### src/rtl/seg7_pkg.sv
// Shared constants for the seven-segment scan driver: digit count, segment
// encodings (active-low, g..a) and the blank pattern.
package seg7_pkg;

    localparam int unsigned DIGITS   = 4;
    localparam int unsigned NIBBLE_W = 4;
    localparam int unsigned SEG_W    = 7;
    localparam int unsigned CATH_W   = 8;

    localparam logic [CATH_W-1:0] SEG_BLANK = 8'hFF;

    localparam logic [SEG_W-1:0] SEG_HEX_0 = 7'h40;
    localparam logic [SEG_W-1:0] SEG_HEX_1 = 7'h79;
    localparam logic [SEG_W-1:0] SEG_HEX_2 = 7'h24;
    localparam logic [SEG_W-1:0] SEG_HEX_3 = 7'h30;
    localparam logic [SEG_W-1:0] SEG_HEX_4 = 7'h19;
    localparam logic [SEG_W-1:0] SEG_HEX_5 = 7'h12;
    localparam logic [SEG_W-1:0] SEG_HEX_6 = 7'h02;
    localparam logic [SEG_W-1:0] SEG_HEX_7 = 7'h78;
    localparam logic [SEG_W-1:0] SEG_HEX_8 = 7'h00;
    localparam logic [SEG_W-1:0] SEG_HEX_9 = 7'h10;
    localparam logic [SEG_W-1:0] SEG_HEX_A = 7'h08;
    localparam logic [SEG_W-1:0] SEG_HEX_B = 7'h03;
    localparam logic [SEG_W-1:0] SEG_HEX_C = 7'h46;
    localparam logic [SEG_W-1:0] SEG_HEX_D = 7'h21;
    localparam logic [SEG_W-1:0] SEG_HEX_E = 7'h06;
    localparam logic [SEG_W-1:0] SEG_HEX_F = 7'h0E;

    // One displayable frame: a nibble and a decimal-point bit per digit.
    typedef struct packed {
        logic [DIGITS-1:0]          dp;
        logic [DIGITS*NIBBLE_W-1:0] value;
    } disp_word_t;

endpackage

### src/rtl/hex_to_seg7.sv
// Combinational hex nibble to active-low seven-segment pattern (g..a).
module hex_to_seg7
    import seg7_pkg::*;
(
    input  logic [NIBBLE_W-1:0] i_nibble,
    output logic [SEG_W-1:0]    o_seg_n_c
);

    always_comb begin
        o_seg_n_c = SEG_HEX_0;
        case (i_nibble)
            4'h0: o_seg_n_c = SEG_HEX_0;
            4'h1: o_seg_n_c = SEG_HEX_1;
            4'h2: o_seg_n_c = SEG_HEX_2;
            4'h3: o_seg_n_c = SEG_HEX_3;
            4'h4: o_seg_n_c = SEG_HEX_4;
            4'h5: o_seg_n_c = SEG_HEX_5;
            4'h6: o_seg_n_c = SEG_HEX_6;
            4'h7: o_seg_n_c = SEG_HEX_7;
            4'h8: o_seg_n_c = SEG_HEX_8;
            4'h9: o_seg_n_c = SEG_HEX_9;
            4'hA: o_seg_n_c = SEG_HEX_A;
            4'hB: o_seg_n_c = SEG_HEX_B;
            4'hC: o_seg_n_c = SEG_HEX_C;
            4'hD: o_seg_n_c = SEG_HEX_D;
            4'hE: o_seg_n_c = SEG_HEX_E;
            4'hF: o_seg_n_c = SEG_HEX_F;
            default: o_seg_n_c = SEG_HEX_0;
        endcase
    end

endmodule

### src/rtl/seven_seg_scan_driver.sv
// Multiplexed 4-digit seven-segment driver: prescaled digit scan, frame-
// synchronous double-buffered value, optional leading-zero blanking.
module seven_seg_scan_driver #(
    parameter int unsigned REFRESH_DIV = 100000,
    parameter int unsigned DIGITS      = seg7_pkg::DIGITS
) (
    input  logic                                 clk,
    input  logic                                 rst,
    input  logic [seg7_pkg::NIBBLE_W*DIGITS-1:0] value_in,
    input  logic [DIGITS-1:0]                    dp_in,
    input  logic                                 load,
    input  logic                                 blank_lz,
    output logic [DIGITS-1:0]                    anode,
    output logic [seg7_pkg::CATH_W-1:0]          cathode,
    output logic                                 frame_done
);

    import seg7_pkg::*;

    localparam int unsigned PRESC_W = (REFRESH_DIV > 1) ? $clog2(REFRESH_DIV) : 1;
    localparam int unsigned IDX_W   = (DIGITS > 1) ? $clog2(DIGITS) : 1;
    localparam logic [PRESC_W-1:0] PRESC_LAST = PRESC_W'(REFRESH_DIV - 1);
    localparam logic [IDX_W-1:0]   IDX_LAST   = IDX_W'(DIGITS - 1);

    logic [PRESC_W-1:0]  r_presc;
    logic [IDX_W-1:0]    r_idx;
    disp_word_t          r_pending;
    disp_word_t          r_active;
    logic [DIGITS-1:0]   r_anode;
    logic [CATH_W-1:0]   r_cathode;
    logic                r_frame_done;

    logic                w_tick;
    logic                w_boundary;
    disp_word_t          w_load_word;
    logic [NIBBLE_W-1:0] w_nibble;
    logic [SEG_W-1:0]    w_seg_n;
    logic [IDX_W-1:0]    w_msd;
    logic                w_blank;

    assign w_tick      = (r_presc == PRESC_LAST);
    assign w_boundary  = w_tick && (r_idx == IDX_LAST);
    assign w_load_word = {dp_in, value_in};
    assign w_nibble    = r_active.value[r_idx*NIBBLE_W +: NIBBLE_W];

    hex_to_seg7 u_hex_to_seg7 (
        .i_nibble  (w_nibble),
        .o_seg_n_c (w_seg_n)
    );

    // Highest nonzero digit; digit0 when the whole value is zero.
    always_comb begin
        w_msd = '0;
        for (int unsigned i = 1; i < DIGITS; i++) begin
            if (r_active.value[i*NIBBLE_W +: NIBBLE_W] != '0) begin
                w_msd = IDX_W'(i);
            end
        end
    end

    assign w_blank = blank_lz && (r_idx > w_msd);

    always_ff @(posedge clk or posedge rst) begin
        if (rst) begin
            r_presc <= '0;
            r_idx   <= '0;
        end else if (w_tick) begin
            r_presc <= '0;
            r_idx   <= (r_idx == IDX_LAST) ? '0 : r_idx + 1'b1;
        end else begin
            r_presc <= r_presc + 1'b1;
        end
    end

    // A load landing on the boundary bypasses pending so it shows next frame.
    always_ff @(posedge clk or posedge rst) begin
        if (rst) begin
            r_pending <= '0;
            r_active  <= '0;
        end else begin
            if (load) begin
                r_pending <= w_load_word;
            end
            if (w_boundary) begin
                r_active <= load ? w_load_word : r_pending;
            end
        end
    end

    always_ff @(posedge clk or posedge rst) begin
        if (rst) begin
            r_anode      <= '1;
            r_cathode    <= SEG_BLANK;
            r_frame_done <= 1'b0;
        end else begin
            r_anode      <= ~(DIGITS'(1) << r_idx);
            r_cathode    <= w_blank ? SEG_BLANK : {~r_active.dp[r_idx], w_seg_n};
            r_frame_done <= w_boundary;
        end
    end

    assign anode      = r_anode;
    assign cathode    = r_cathode;
    assign frame_done = r_frame_done;

endmodule
### config.mk
export PLATFORM = sky130hd
export DESIGN_NAME = seven_seg_scan_driver
export DESIGN_NICKNAME = d
export VERILOG_FILES = /design/src/rtl/seg7_pkg.sv /design/src/rtl/hex_to_seg7.sv /design/src/rtl/seven_seg_scan_driver.sv
export SDC_FILE = /design/constraint.sdc
export NUM_CORES = 1
export LEC_CHECK = 0
export CAP_MARGIN = 30
export CORE_MARGIN = 1.5
export CORE_UTILIZATION = 55
export DETAILED_ROUTE_END_ITERATION = 8
export GPL_TIMING_DRIVEN = 0
export PLACE_DENSITY = 0.8
export SYNTH_ARGS = -nofsm -noshare
export SYNTH_HDL_FRONTEND = slang
export SYNTH_SLANG_ARGS = --single-unit
### constraint.sdc
create_clock -name clk -period 2.3 [get_ports clk]
set_input_delay 0.23 -clock clk [delete_from_list [all_inputs] [get_ports clk]]
set_output_delay 0.23 -clock clk [all_outputs]
set_load 0.01 [all_outputs]
==> flow_summary.json, run 1 <==
{
  "rsz0062_at_grt": "false",
  "core_sq_um": 5570,
  "status": "finished clean",
  "ios": 37,
  "nets": 324,
  "yosys_warnings": 0,
  "grt_pass1_vias": 2171,
  "r2r-start": "r_idx[0]$_DFFE_PP0N_",
  "async_flop_share_pct": 100,
  "grt_use_total_pct": 21.5,
  "n_fill_cell": 405,
  "gp_congestion": 0.861,
  "yosysUniqueCellTypes": 38,
  "synthToLayoutAreaGrowth_pct": 21.1,
  "cap_violations": 0,
  "grt_max_degree": 73,
  "drtIter0Drc": 106,
  "die_w_um": 79.6,
  "critical_path_class": "reg -> reg",
  "period_share_pct": 92.5,
  "die_h_um": 79.6,
  "place_area_sq_um": 3670,
  "crit_end": "cathode[3]$_DFF_PP1_",
  "clock_path_buffers": 2,
  "drt_wl_total_mm": 5.73,
  "syn_inst": 239,
  "max_slew.worst_pin.slew_ns": 0.851,
  "seq_area_frac_synth_pct": 56.3,
  "grt_overflow": 0,
  "holdBufCountCts": 0,
  "wl_met3_um": 212,
  "cts_tree": "built",
  "wl_per_cell_um": 15.7,
  "drtAntennaViolNets": 0,
  "start_util_pct": 57.9,
  "worstRegToRegCells": 8,
  "critPathRequiredTime_ns": 2.58,
  "wl_met1_mm": 2.39,
  "vdd_ir_drop_max_mv": 0.382,
  "fmax_ghz": 0.470,
  "cellLeakagePower_uw": 0.00178,
  "p_total_uw": 2550,
  "synth_ff_type": "dfrtp_1",
  "dp_hpwl_mm": 3.83,
  "synth_area_sq_um": 3230,
  "hp-class": "in -> async",
  "fin_util_pct": 70.1,
  "die-area_sq_um": 6340,
  "clock_latency_ns": 0.35,
  "cts_made_buffers": 9,
  "placementRows": 27,
  "grt_pass1_wl_mm": 10.1,
  "antenna_found_initial": 0,
  "crit_start": "r_idx[0]$_DFFE_PP0N_",
  "port_buffers": 35,
  "drc": 0,
  "cts.clk_slew.worst_paths_ns": 0.07,
  "wl_met2_mm": 2.95,
  "syn_avg_cell_area_sq_um": 13.5,
  "cts_sinks": 72,
  "r2r-end": "cathode[3]$_DFF_PP1_",
  "layout_common_cells": "dfrtp_1, clkdlybuf4s50_1, mux2_2, mux2_1",
  "synth_edf_count": 0,
  "critPathCaptureType": "register",
  "ys_ff_latch": 72,
  "diodes": 0,
  "period_minus_slack_ns": 2.13,
  "slew_viol_final": 0,
  "stdcell_area_sq_um": 3910,
  "slew_headroom_pct": 43.3,
  "finalSetupViolCount": 0,
  "first_pass_iters": 4,
  "p_per_area_nw_per_um2": 651,
  "highest-signal-layer": "met4",
  "r2r_setup_slack_ns": 0.17,
  "post_route_cells_drive_above_1_share_pct": 20.9,
  "via_count": 1996,
  "final_common_cell": "dfrtp_1",
  "htreeDepth": 3,
  "vias_per_cell": 5.48,
  "critPathLaunchType": "register",
  "root_buffer": "clkbuf_8",
  "syn_nets": 276,
  "path_max_fanout": 6,
  "skew_ns": 0.0118,
  "worstPathArrival_ns": 2.41,
  "hold_viol_final": 0
}
## metrics by stage
step | hold slack [ns] | instances | TNS (ns) | setup WS (ns)
floorplan | 0.395 | 239 | 0 | 0.251
global placement | 0.464 | 346 | -51.62 | -0.826
detailed placement | 0.467 | 346 | -0.326 | -0.104
CTS | 0.441 | 364 | 0 | 0.0673
global route | 0.495 | 364 | 0 | 0.00564
finish | 0.416 | 364 | 0 | 0.172
## cells by family (layout without fill, tap and decap cells)
kind of cell             after synthesis  count (layout)  share of synthesized area [%]
AND/OR/NAND/NOR                       54              54                           9.42
flip-flops                            72              72                           56.3
AO/OA/AOI/OAI                         18              18                           3.68
adder cells (fa/ha/maj)               13              13                           5.04
buffers and inverters                 22              75                           3.33
multiplexers                          47              47                           18.7
XOR/XNOR                              13              13                           3.53
## registers in the layout (all words and copies together) (netlist names)
signal and flops:
frame_done 1, r_active 20, cathode 8, r_pending 20
r_idx 2, r_presc 17, anode 4
## Yosys cell counts, types with 2 or more instances
master,n,area (sq um)
dfrtp_1,60,1500
mux2_1,20,225
mux2_2,20,225
inv_1,14,52.6
ha_1,13,163
dfstp_2,12,315
xor2_1,11,96.3
nor2_1,10,37.5
nand2_1,9,33.8
nand3_1,6,30.0
nand4_1,5,31.3
a21oi_1,4,20.0
and3_1,4,25.0
mux4_2,4,90.1
nor2b_1,4,25.0
o221ai_1,4,35.0
buf_6,3,33.8
clkbuf_1,3,11.3
o211ai_1,3,22.5
o21ai_0,3,15.0
or4_1,3,22.5
and2_1,2,12.5
and4_1,2,17.5
buf_2,2,10.0
mux4_1,2,52.6
nand2b_1,2,12.5
or3_1,2,12.5
xnor2_1,2,17.5
## worst min-delay path by stage
stage                                        start                        to  slack, ns  depth (start not counted)
after floorplan                        value_in[0]    r_pending[0]$_DFF_PP0_       0.40                          1
after global placement    r_active[19]$_DFFE_PP0P_  r_active[19]$_DFFE_PP0P_       0.46                          1
after detailed placement  r_active[17]$_DFFE_PP0P_  r_active[17]$_DFFE_PP0P_       0.47                          1
after CTS                                      rst    r_pending[0]$_DFF_PP0_       0.44                          2
after global routing                          load    r_pending[8]$_DFF_PP0_       0.50                          2
final                                          rst  r_active[16]$_DFFE_PP0P_       0.42                          2
## worst max-delay path, cell delays in order (launching register included)
cell	delay (ns)
dfrtp_1	0.40
buf_6	0.16
mux4_2	0.57
inv_1	0.17
ha_1	0.18
inv_1	0.04
mux4_2	0.43
inv_1	0.07
nand2_1	0.05
## power breakdown
part,leakage (uW),switching [uW],internal [uW],total [uW]
Sequential,0.000903,7.78,1300,1310
Clock,0.000114,447,669,1120
Combinational,0.000765,54.1,65.5,120
## repair_timing
action,CTS,global route
endpoints found under the setup margin,6,22
endpoints found under the hold margin,0,0
cloned,0,0
resized for setup,0,1
buffers inserted,2,1
pin swaps,1,1
## layout make-up
type / instances / area (sq um) / area share (%)
Inverter: 14 / 55.1 / 1.41
Clock buffer: 13 / 159 / 4.07
Sequential cell: 72 / 1820 / 46.5
Clock inverter: 3 / 65.1 / 1.66
Multi-Input combinational cell: 145 / 1300 / 33.2
Buffer: 7 / 51.3 / 1.31
Timing Repair Buffer: 38 / 373 / 9.54
Tap cell: 72 / 90.1 / 2.30
## routing by layer
| layer | global-route usage [%] | vias to the layer above |
|---|---|---|
| met5 | 0 | - |
| met4 | 13.3 | 0 |
| met3 | 4.11 | 14 |
| met2 | 36.0 | 45 |
| met1 | 25.5 | 991 |
| li1 | - | 946 |
Note: power is estimated with default switching activity, not from simulation.
==> run 2: changes to the inputs <==
--- a/config.mk
+++ b/config.mk
@@ -7,10 +7,10 @@
 export LEC_CHECK = 0
 export CAP_MARGIN = 30
 export CORE_MARGIN = 1.5
-export CORE_UTILIZATION = 55
+export CORE_UTILIZATION = 60
 export DETAILED_ROUTE_END_ITERATION = 8
 export GPL_TIMING_DRIVEN = 0
-export PLACE_DENSITY = 0.8
+export PLACE_DENSITY = 0.87
 export SYNTH_ARGS = -nofsm -noshare
 export SYNTH_HDL_FRONTEND = slang
 export SYNTH_SLANG_ARGS = --single-unit
==> constraint.sdc (replaced) <==
create_clock -name clk -period 2.5 [get_ports clk]
set_input_delay 0.25 -clock clk [delete_from_list [all_inputs] [get_ports clk]]
set_output_delay 0.25 -clock clk [all_outputs]
set_load 0.005 [all_outputs]
==> flow_summary.json, run 2 (synthesized netlist as in run 1, its figures left out) <==
{
  "status": "finished clean",
  "synthToLayoutAreaGrowth_pct": 21.4,
  "port_buffers": 35,
  "gp_congestion": 0.880,
  "slew_headroom_pct": 43.6,
  "nets": 323,
  "setup_tns_ns": 0,
  "cts.clk_slew.worst_paths_ns": 0.08,
  "grt_use_total_pct": 22.9,
  "cts_made_buffers": 9,
  "dp_hpwl_mm": 4.16,
  "via_count": 1999,
  "grt.met2_usage_pct": 40.2,
  "period_minus_slack_ns": 2.20,
  "p_total_uw": 2420,
  "cts_tree": "built",
  "antenna_found_initial": 0,
  "fmax_ghz": 0.455,
  "drc": 0,
  "period_share_pct": 87.9,
  "max_slew.worst_pin.slew_ns": 0.846,
  "cap_violations": 0,
  "met3_usage_pct": 4.55,
  "vias_per_cell": 5.54,
  "first_pass_iters": 4,
  "grt_overflow": 0,
  "critPathRequiredTime_ns": 2.78,
  "grt_pass1_wl_mm": 10.1,
  "worstPathArrival_ns": 2.48,
  "grt_pass1_vias": 2169,
  "finalSetupViolCount": 0,
  "core_sq_um": 5140,
  "grt_max_degree": 73,
  "root_buffer": "clkbuf_8",
  "diodes": 0,
  "start_util_pct": 62.8,
  "drtAntennaViolNets": 0,
  "wl_per_cell_um": 16.5,
  "p_sw_share_pct": 20.7,
  "combPwrFrac_pct": 4.5,
  "skew_ns": 0.00941,
  "n_fill_cell": 342,
  "stdcell_area_sq_um": 3920,
  "place_area_sq_um": 3670,
  "clock_latency_ns": 0.35,
  "placementRows": 26,
  "slew_viol_final": 0,
  "internal_power_uw": 1920,
  "met1_usage_pct": 25.9,
  "top_regs": "r_active (20), r_pending (20), r_presc (17)",
  "drt_wl_total_mm": 5.95,
  "critPathCaptureType": "register",
  "path_max_fanout": 6,
  "grt.busiest_layer": "met2",
  "critPathLaunchType": "register",
  "critical_path_class": "reg -> reg",
  "rsz0062_at_grt": "false",
  "drtIter0Drc": 127,
  "holdBufCountCts": 0,
  "cellLeakagePower_uw": 0.00178,
  "die-area_sq_um": 5830,
  "layout_common_cells": "dfrtp_1, clkdlybuf4s50_1, mux2_2, mux2_1",
  "final_common_cell": "dfrtp_1",
  "htreeDepth": 3,
  "hold_viol_final": 0,
  "clock_path_buffers": 2,
  "seqPwrFrac_pct": 49.7,
  "p_per_area_nw_per_um2": 618,
  "die_h_um": 76.3,
  "ios": 37,
  "switching_power_uw": 501,
  "cts_sinks": 72,
  "vdd_ir_drop_max_mv": 0.397,
  "post_route_cells_drive_above_1_share_pct": 20.6,
  "pwr-share-clk_pct": 45.7,
  "hp-class": "in -> async",
  "die_w_um": 76.3
}
run 2: cell types whose count changed in the layout (fill, tap and decap cells not counted):
cell	before	now
clkinvlp_4	0	2
clkbuf_1	4	3
inv_6	0	1
bufinv_16	2	3
mux4_1	1	2
buf_4	3	1
mux4_2	5	4
clkbuf_8	11	9
run 2: routing by layer:
metal / wire length (um) / vias to the layer above
li1: - / 941
met1: 2500 / 1002
met2: 3130 / 39
met3: 170 / 17
met4: 148 / 0
met5: 0 / -
run 2: worst paths after layout:
kind | start | to | slack (ns) | depth (start not counted)
min in group clk | r_presc[12]$_DFF_PP0_ | r_presc[12]$_DFF_PP0_ | 0.48 | 1
min | rst | r_presc[4]$_DFF_PP0_ | 0.43 | 2
min reg2reg | r_presc[12]$_DFF_PP0_ | r_presc[12]$_DFF_PP0_ | 0.48 | 1
max reg2reg | r_idx[0]$_DFFE_PP0N_ | cathode[3]$_DFF_PP1_ | 0.30 | 8
max in group asynchronous | rst | r_pending[11]$_DFF_PP0_ | 1.53 | 2
max | r_idx[0]$_DFFE_PP0N_ | cathode[3]$_DFF_PP1_ | 0.30 | 8
run 2: critical path, stage by stage (launching register included):
cell     delay (ns)
dfrtp_1        0.40
buf_6          0.16
mux4_1         0.65
inv_1          0.17
ha_1           0.17
inv_1          0.04
mux4_2         0.43
inv_1          0.06
nand2_1        0.05
run 2: area by class of cell:
cell class	instances	area [sq um]	area share (%)
flip-flops and latches	72	1820	46.4
multi-input cells	145	1300	33.2
repair buffers	36	358	9.13
clock buffers	9	124	3.16
clock inverters	7	119	3.03
well taps	70	87.6	2.24
plain buffers	8	55.1	1.41
inverters	14	55.1	1.41
run 2: timing repair:
item / 4_1_cts / 5_1_grt
setup endpoints to repair: 0 / 6
setup buffers: 0 / 1
resized for setup: 0 / 0
run 2: through the flow:
| step | instances | util (%) | hold WS [ns] | setup slack, ns |
|---|---|---|---|---|
| finish | 361 | 76.2 | 0.426 | 0.302 |
| global route | 361 | 76.2 | 0.500 | 0.188 |
| floorplan | 239 | - | 0.415 | 0.445 |
| detailed placement | 344 | 71.3 | 0.471 | 0.0719 |
| CTS | 360 | 76.1 | 0.461 | 0.0152 |
| global placement | 344 | 71.3 | 0.463 | -0.612 |
run 2: power by group through the flow:
stage / registers [uW] / logic (uW) / clock network [uW]
3_3_place_gp: 1220 / 109 / 0
5_1_grt: 1210 / 123 / 1170
6_report: 1200 / 110 / 1110
2_1_floorplan: 1220 / 61.3 / 0
3_5_place_dp: 1230 / 113 / 0
4_1_cts: 1200 / 113 / 1120
==> run 3: changes to the inputs <==
--- a/config.mk
+++ b/config.mk
@@ -11,6 +11,7 @@
 export DETAILED_ROUTE_END_ITERATION = 8
 export GPL_TIMING_DRIVEN = 0
 export PLACE_DENSITY = 0.87
+export SLEW_MARGIN = 20
 export SYNTH_ARGS = -nofsm -noshare
 export SYNTH_HDL_FRONTEND = slang
 export SYNTH_SLANG_ARGS = --single-unit
==> flow_summary.json, run 3 (synthesized netlist as in run 1, its figures left out) <==
{
  "status": "finished clean",
  "hold_viol_final": 0,
  "slew_headroom_pct": 60.6,
  "worstPathArrival_ns": 2.46,
  "grt_pass1_wl_mm": 10.1,
  "dp_hpwl_mm": 4.21,
  "fin_util_pct": 75.8,
  "drt_wl_total_mm": 5.87,
  "r2r-start": "r_idx[0]$_DFFE_PP0N_",
  "layout_common_cells": "dfrtp_1, clkdlybuf4s50_1, mux2_2, mux2_1",
  "hp-class": "in -> async",
  "finalSetupViolCount": 0,
  "critical_path_class": "reg -> reg",
  "final_common_cell": "dfrtp_1",
  "path_max_fanout": 6,
  "first_pass_iters": 4,
  "met1_usage_pct": 26.1,
  "n_fill_cell": 333,
  "vias_per_cell": 5.50,
  "critPathLaunchType": "register",
  "grt_use_total_pct": 22.7,
  "port_buffers": 35,
  "cts_sinks": 72,
  "clock_path_buffers": 2,
  "hold_slack_ns": 0.221,
  "synthToLayoutAreaGrowth_pct": 20.7,
  "period_minus_slack_ns": 2.19,
  "stdcell_area_sq_um": 3890,
  "nets": 324,
  "drc": 0,
  "worstPathCellList": "buf_6, mux4_1, inv_1, ha_1, inv_1, mux4_2, inv_1, nand2_1",
  "critPathRequiredTime_ns": 2.77,
  "root_buffer": "clkbuf_8",
  "slowest_delay_ns": 0.64,
  "wl_per_cell_um": 16.2,
  "preCtsSetupSlack_ns": 0.0769,
  "post_route_cells_drive_above_1_share_pct": 19.9,
  "cpMostUsedCell": "inv_1",
  "clock_latency_ns": 0.34,
  "die-area_sq_um": 5830,
  "diodes": 0,
  "met3_usage_pct": 5.51,
  "slew_viol_final": 0,
  "r2r_setup_slack_ns": 0.31,
  "vdd_ir_drop_max_mv": 0.432,
  "holdBufCountCts": 0,
  "die_h_um": 76.3,
  "worstRegToRegCells": 8,
  "drtIter0Drc": 96,
  "top_regs": "r_active (20), r_pending (20), r_presc (17)",
  "grt.met2_usage_pct": 39.1,
  "gp_congestion": 0.880,
  "max_slew.worst_pin.slew_ns": 0.590,
  "grt_pass1_vias": 2150,
  "start_util_pct": 62.8,
  "cts_made_buffers": 9,
  "skew_ns": 0.0125,
  "p_per_area_nw_per_um2": 569,
  "die_w_um": 76.3,
  "critPathCaptureType": "register",
  "placementRows": 26,
  "cts.clk_slew.worst_paths_ns": 0.08,
  "cellLeakagePower_uw": 0.00177,
  "cp.buffers_inverters": 4,
  "ios": 37,
  "place_area_sq_um": 3690,
  "grt_max_degree": 50,
  "via_count": 1990,
  "fmax_ghz": 0.456,
  "cp_top_family": "multiplexers",
  "core_sq_um": 5140,
  "rsz0062_at_grt": "false",
  "grt.busiest_layer": "met2",
  "cts_tree": "built",
  "r2r-end": "cathode[3]$_DFF_PP1_",
  "drtAntennaViolNets": 0,
  "critPathSlowestCell": "mux4_1",
  "period_share_pct": 87.6,
  "htreeDepth": 3,
  "grt_overflow": 0,
  "setup_ws_ns": 0.309,
  "antenna_found_initial": 0,
  "cap_violations": 0
}
==> run 3: changes by cell type in the layout (fill, tap and decap cells not counted), sizes merged <==
| cell | delta |
|---|---|
| clkbuf | +4 |
| bufinv | -2 |
| buf | +1 |
| clkinvlp | -1 |
| inv | -1 |
==> run 3: layout make-up <==
cell class / instances / area, sq um / share of cell area, %
inverters: 14 / 55.1 / 1.41
clock buffers: 13 / 149 / 3.82
flip-flops and latches: 72 / 1820 / 46.7
well taps: 70 / 87.6 / 2.25
plain buffers: 8 / 55.1 / 1.41
multi-input cells: 145 / 1300 / 33.5
repair buffers: 37 / 385 / 9.90
clock inverters: 3 / 42.5 / 1.09
==> run 3: how the worst max path moves through the flow <==
stage / start / endpoint / slack, ns / depth (start not counted)
after detailed placement: r_active[8]$_DFFE_PP0P_ / cathode[6]$_DFF_PP1_ / 0.08 / 6
final: r_idx[0]$_DFFE_PP0N_ / cathode[3]$_DFF_PP1_ / 0.31 / 8
after global routing: r_presc[0]$_DFF_PP0_ / r_active[17]$_DFFE_PP0P_ / 0.18 / 7
after CTS: r_active[8]$_DFFE_PP0P_ / cathode[4]$_DFF_PP1_ / 0.05 / 6
after floorplan: rst / frame_done$_DFF_PP0_ / 0.44 / 1
after global placement: rst / r_pending[3]$_DFF_PP0_ / -0.61 / 2
==> run 3: worst reg2reg max path: stages, from the launching register on <==
cell and delay [ns]:
dfrtp_1 0.39, buf_6 0.16, mux4_1 0.65, inv_1 0.18, ha_1 0.17, inv_1 0.04, mux4_2 0.43, inv_1 0.06
nand2_1 0.05
==> run 3: timing repair <==
item	in CTS	in global routing
buffers inserted	0	1
setup endpoints to repair	0	6
resized for setup	0	0
==> run 3: through the flow <==
step	TNS [ns]	power, uW	cells
6_report	0	2210	362
5_1_grt	0	2290	362
4_1_cts	0	2230	361
3_5_place_dp	0	1340	345
3_3_place_gp	-36.54	1330	344
2_1_floorplan	0	1280	239
==> run 3: report_power, final <==
| part | switching [uW] | internal, uW | total [uW] |
|---|---|---|---|
| sequential | 7.59 | 1200 | 1200 |
| clock | 406 | 488 | 894 |
| combinational | 51.0 | 64.9 | 116 |
==> run 3: per-layer routing <==
layer  part of all wire [%]  routed length [um]  vias up
met5                      0                   0        -
li1                       -                   -      940
met2                     52                3050       55
met1                     41                2430      983
met3                    4.3                 254       12
met4                    2.3                 137        0
